### config.mk
export PLATFORM = sky130hd
export DESIGN_NAME = decode_fetch_sequencer
export DESIGN_NICKNAME = d
export VERILOG_FILES = /design/src/rtl/decode_fetch_sequencer.sv
export SDC_FILE = /design/constraint.sdc
export NUM_CORES = 1
export LEC_CHECK = 0
export CAP_MARGIN = 20
export CORE_MARGIN = 2
export CORE_UTILIZATION = 37
export CTS_CLUSTER_DIAMETER = 60
export DETAILED_ROUTE_END_ITERATION = 16
export PLACE_DENSITY = 0.51
export SYNTH_ARGS = -nofsm -noshare
export SYNTH_HDL_FRONTEND = slang
export SYNTH_SLANG_ARGS = --single-unit
### constraint.sdc
create_clock -name clk -period 8.45 [get_ports clk]
set_clock_uncertainty 0.1 [all_clocks]
set_input_delay 1.2675 -clock clk [delete_from_list [all_inputs] [get_ports clk]]
set_output_delay 1.2675 -clock clk [all_outputs]
set_load 0.03 [all_outputs]
### src/rtl/decode_fetch_sequencer.sv
// Instruction-byte front end: circular byte queue, legacy-prefix/0x0F stripping,
// and a 9-byte opcode-aligned window handed to the opcode decoder.
module decode_fetch_sequencer #(
  parameter int DEPTH      = 16,
  parameter int MAX_PREFIX = 4
) (
  input  logic        clk,
  input  logic        rst_n,
  input  logic [7:0]  in_byte,
  input  logic        in_valid,
  input  logic        in_last,
  output logic        in_ready,
  output logic        out_valid,
  input  logic        out_ready,
  input  logic [3:0]  consume_len,
  output logic [71:0] unescaped_instr,
  output logic        is_2byte,
  output logic        pfx_opsize,
  output logic        pfx_adsize,
  output logic        pfx_lock,
  output logic        pfx_rep,
  output logic        pfx_repne,
  output logic [2:0]  pfx_seg,
  output logic        err,
  output logic        done,
  output logic [1:0]  state_dbg
);

  localparam int AW = $clog2(DEPTH);
  localparam int CW = AW + 1;
  localparam int PW = $clog2(MAX_PREFIX + 2);

  typedef enum logic [1:0] {
    PARSE = 2'd0,
    FILL  = 2'd1,
    HALT  = 2'd2
  } state_t;

  state_t state, state_next;

  logic [7:0]    mem [DEPTH];
  logic [AW-1:0] head, tail;
  logic [CW-1:0] count;
  logic          last_seen;
  logic [PW-1:0] pfx_cnt;

  logic          push;
  logic [3:0]    pop_n;
  logic          pfx_take, esc_take, clr_instr, set_err;
  logic          len_ok;
  logic [7:0]    head_byte;
  logic          is_pfx;
  logic [4:0]    pfx_set;   // {opsize, adsize, lock, rep, repne}
  logic [2:0]    seg_set;

  // Both ports transfer on a cycle where valid && ready are high at the rising
  // edge; valid never depends on ready, and the window holds until accepted.
  assign in_ready  = (count < CW'(DEPTH)) && !last_seen && !err;
  assign push      = in_valid && in_ready;
  assign head_byte = mem[head];
  assign state_dbg = state;
  assign len_ok    = (consume_len != 4'd0) && (consume_len <= 4'd9) &&
                     (CW'(consume_len) <= count);
  // A dangling prefix run at end of stream faults instead of reporting done.
  assign done      = last_seen && (count == '0) && (state == PARSE) && (pfx_cnt == '0);

  always_comb begin
    is_pfx  = 1'b1;
    pfx_set = '0;
    seg_set = '0;
    case (head_byte)
      8'h66:   pfx_set = 5'b10000;
      8'h67:   pfx_set = 5'b01000;
      8'hF0:   pfx_set = 5'b00100;
      8'hF3:   pfx_set = 5'b00010;
      8'hF2:   pfx_set = 5'b00001;
      8'h26:   seg_set = 3'd1;
      8'h2E:   seg_set = 3'd2;
      8'h36:   seg_set = 3'd3;
      8'h3E:   seg_set = 3'd4;
      8'h64:   seg_set = 3'd5;
      8'h65:   seg_set = 3'd6;
      default: is_pfx  = 1'b0;
    endcase
  end

  always_ff @(posedge clk or negedge rst_n) begin
    if (!rst_n) state <= PARSE;
    else        state <= state_next;
  end

  always_comb begin
    state_next = state;
    pop_n      = 4'd0;
    pfx_take   = 1'b0;
    esc_take   = 1'b0;
    clr_instr  = 1'b0;
    set_err    = 1'b0;
    out_valid  = 1'b0;
    case (state)
      PARSE: begin
        if (count == '0) begin
          if (last_seen && pfx_cnt != '0) begin
            set_err    = 1'b1;
            state_next = HALT;
          end
        end else if (is_pfx) begin
          if (pfx_cnt == PW'(MAX_PREFIX)) begin
            set_err    = 1'b1;
            state_next = HALT;
          end else begin
            pfx_take = 1'b1;
            pop_n    = 4'd1;
          end
        end else if (head_byte == 8'h0F) begin
          esc_take   = 1'b1;
          pop_n      = 4'd1;
          state_next = FILL;
        end else begin
          state_next = FILL;
        end
      end
      FILL: begin
        out_valid = (count >= CW'(9)) || last_seen;
        if (out_valid && out_ready) begin
          if (len_ok) begin
            pop_n      = consume_len;
            clr_instr  = 1'b1;
            state_next = PARSE;
          end else begin
            set_err    = 1'b1;
            state_next = HALT;
          end
        end
      end
      default: state_next = HALT;
    endcase
  end

  always_ff @(posedge clk) begin
    if (push) mem[tail] <= in_byte;
  end

  always_ff @(posedge clk or negedge rst_n) begin
    if (!rst_n) begin
      head       <= '0;
      tail       <= '0;
      count      <= '0;
      last_seen  <= 1'b0;
      err        <= 1'b0;
      pfx_cnt    <= '0;
      is_2byte   <= 1'b0;
      pfx_opsize <= 1'b0;
      pfx_adsize <= 1'b0;
      pfx_lock   <= 1'b0;
      pfx_rep    <= 1'b0;
      pfx_repne  <= 1'b0;
      pfx_seg    <= 3'd0;
    end else begin
      if (push) tail <= tail + AW'(1);
      head  <= head + AW'(pop_n);
      count <= count + CW'(push) - CW'(pop_n);
      if (push && in_last) last_seen <= 1'b1;
      if (set_err) err <= 1'b1;
      if (clr_instr) begin
        pfx_cnt    <= '0;
        is_2byte   <= 1'b0;
        pfx_opsize <= 1'b0;
        pfx_adsize <= 1'b0;
        pfx_lock   <= 1'b0;
        pfx_rep    <= 1'b0;
        pfx_repne  <= 1'b0;
        pfx_seg    <= 3'd0;
      end else begin
        if (pfx_take) begin
          pfx_cnt    <= pfx_cnt + PW'(1);
          pfx_opsize <= pfx_opsize | pfx_set[4];
          pfx_adsize <= pfx_adsize | pfx_set[3];
          pfx_lock   <= pfx_lock   | pfx_set[2];
          pfx_rep    <= pfx_rep    | pfx_set[1];
          pfx_repne  <= pfx_repne  | pfx_set[0];
          if (seg_set != 3'd0) pfx_seg <= seg_set;
        end
        if (esc_take) is_2byte <= 1'b1;
      end
    end
  end

  // Window bytes past the occupied region read as zero.
  always_comb begin
    unescaped_instr = '0;
    for (int k = 0; k < 9; k++) begin
      if (CW'(k) < count) unescaped_instr[8*k +: 8] = mem[head + AW'(k)];
    end
  end

endmodule

==> flow_summary.toml <==
[outcome]
status = "finished clean"

[timing]
setup_viol = 0
grt_setup_unrepaired = "no"
slew_viol_final = 0
final.min_clock_period_ns = 6.42
max_slew_margin = 0.191
max_freq_mhz = 156
worst-slew-pin-transition_ns = 1.21
finalSetupTns_ns = 0
period_share = 0.760
hold_violations = 0
holdWs_ns = 0.396

[clocking]
cts_max_path_buffers = 2
clk_latency_ns = 0.44
clock-sinks = 157
cts_setup_buffers = 0
cts-resized-gates = 0
root_buffer = "clkbuf_16"
cts_hold_buf = 0
cts_tree = "yes"
cts_max_level = 4
cts_buffers = 17
clkSlewWorstSetupHoldPaths_ns = 0.07

[finish]
final_cell_mix = "166 x mux4_2, 128 x edfxtp_1, 103 x clkdlybuf4s50_1"
nets = 999
multi_input_area_sq_um = 7240
drive_gt1_frac = 0.279
area_delta_synth_final_pct = 18.5
final_core_util = 0.442
mostFrequentLayoutCell = "mux4_2"
diodes = 0
area.sequential_sq_um = 4580
fillers = 2971

[global_routing]
grt_pass1_wl_mm = 59.1
grt_overflow = 0
grt_pass1_vias = 8437
grt_util_all_layers = 0.243
grt_start_max_net_pins = 65
antenna_found_initial = 0

[worst_setup_path]
end_kind = "primary output"
worstPathRequired_ns = 7.08
path_class = "register to primary output"
worstPathArrival_ns = 5.05
worst_setup_path_start_kind = "register"
path_max_fanout = 64
rr_worst_depth = 17

[die]
dieArea_sq_um = 34100
io_pins = 104
die_height_microns = 185
row_count = 66
die_x_microns = 185
core_sq_um = 32400
start_util = 0.373

[synth]
ys_seq_area_frac = 0.378
yosys.area_share.adder = 0.0323
synth.avg_cell_area_sq_um = 14.0
synthXorXnorAreaFrac = 0.0131
netlist_area_sq_um = 12100
synthCells = 863
ys_async_sr_fraction = 0.185
synthMuxAreaShare = 0.388
synth_warnings = 0
synth-main-ff-cell = "edfxtp_1"
synth_compound_area_frac = 0.0730
synth_fp_nets = 910
ys_ff_latch = 157
synth.distinct_cells = 57
yosys.area_share.simple = 0.0827
synth_top_family_by_area = "multiplexers"
synth_edf_count = 128

[routing]
first_pass_iters = 5
antenna_left = 0
drt_wl_total_mm = 40.1
first_iter_violations = 762
wl_per_cell_microns = 28.5
drc = 0
vias = 8840
vias_per_cell = 6.28

[hold_path]
min_path_type = "register to register"
hold_path_depth = 1

[placement]
dp_hpwl_mm = 27.8
routabilityCongestion = 0.842
place.port_buffers = 103

[run]
maxCapViolCount = 0

[pwr]
p_leak_nw = 4.63
peakVddDrop_mv = 0.230
p_per_area_nw_per_um2 = 413
[path summary, 6_finish.rpt]
path | slack [ns] | endpoint | from
setup / recovery | 2.03 | unescaped_instr[14] | head[0]
hold / removal | 0.40 | is_2byte | is_2byte
setup reg to reg | 3.01 | count[4] | head[0]
hold reg to reg | 0.40 | is_2byte | is_2byte
max in group asynchronous | 6.80 | head[1] | rst_n
min in group asynchronous | 1.12 | pfx_seg[1] | rst_n
[synth_stat cells, types with 4 or more instances]
cell type,instances,area share
edfxtp_1,128,0.32
or3_1,4,0.0021
buf_2,9,0.0037
xor2_1,6,0.0044
dfrtp_1,29,0.060
a22o_1,5,0.0036
buf_1,19,0.0059
o21ai_0,11,0.0046
nor3_1,14,0.0058
inv_1,28,0.0087
mux4_1,9,0.020
mux4_2,166,0.31
xnor2_1,12,0.0087
mux2i_1,50,0.041
a21oi_1,17,0.0070
o32a_1,6,0.0050
a21o_1,5,0.0031
clkbuf_1,33,0.010
a31oi_1,4,0.0021
ha_1,28,0.029
a211oi_1,50,0.031
nand2_1,40,0.012
nand2b_1,5,0.0026
nor2b_1,40,0.021
nand3_1,6,0.0025
nor2_1,55,0.017
mux2_2,16,0.015
and2_1,23,0.012
[cell type report]
| class | count | area share |
|---|---|---|
| inverter | 29 | 0.00761 |
| clock inverter | 13 | 0.00830 |
| sequential | 157 | 0.320 |
| timing repair buffer | 135 | 0.0893 |
| multi-input combinational | 612 | 0.506 |
| tap | 442 | 0.0386 |
| clock buffer | 19 | 0.0302 |
[registers in the layout, indices dropped and copies added (netlist names)]
name,flops
pfx_repne,1
is_2byte,1
err,1
pfx_cnt,3
head,4
pfx_rep,1
count,5
state_dbg,2
mem,128
pfx_opsize,1
pfx_seg,3
pfx_adsize,1
pfx_lock,1
last_seen,1
tail,4
[metrics by stage]
stage	std cells	cell area (sq um)	worst slack [ns]	total power, W
finish	1407	14300	2.03	0.00590
global route	1407	14300	1.74	0.00620
CTS	1407	14300	1.96	0.00594
detailed placement	1375	13800	2.45	0.00518
global placement	1374	13700	2.47	0.00517
floorplan	863	12100	2.48	0.00374
[critical path, cell delays in order, from the launching register on]
cell             delay, ns
dfrtp_4               0.98
inv_1                 0.59
ha_4                  1.11
mux4_2                0.62
mux4_2                0.47
nor2b_1               0.16
clkdlybuf4s50_1       0.61
[kinds of logic (layout without fill, tap and decap cells)]
kind of cell	Yosys count	after routing
muxes	243	243
and+or+nand+nor	199	199
DFF	157	157
AOI/OAI and AO/OA	122	122
buffers and inverters	94	196
adders and majority gates	30	30
xor gates and xnor gates	18	18
[power by group]
part           switching, W  total [W]  internal, W
combinational       0.00229    0.00417      0.00188
sequential         0.000112   0.000990     0.000877
clock              0.000335   0.000742     0.000406
total               0.00274    0.00590      0.00317
[metal layers]
layer,track usage,vias up,share of wire
li1,-,3714,-
met4,0.0635,0,0.023
met3,0.0409,41,0.064
met2,0.383,387,0.47
met1,0.350,4698,0.44
met5,0,-,0
Power figures use the tool's default switching activity.
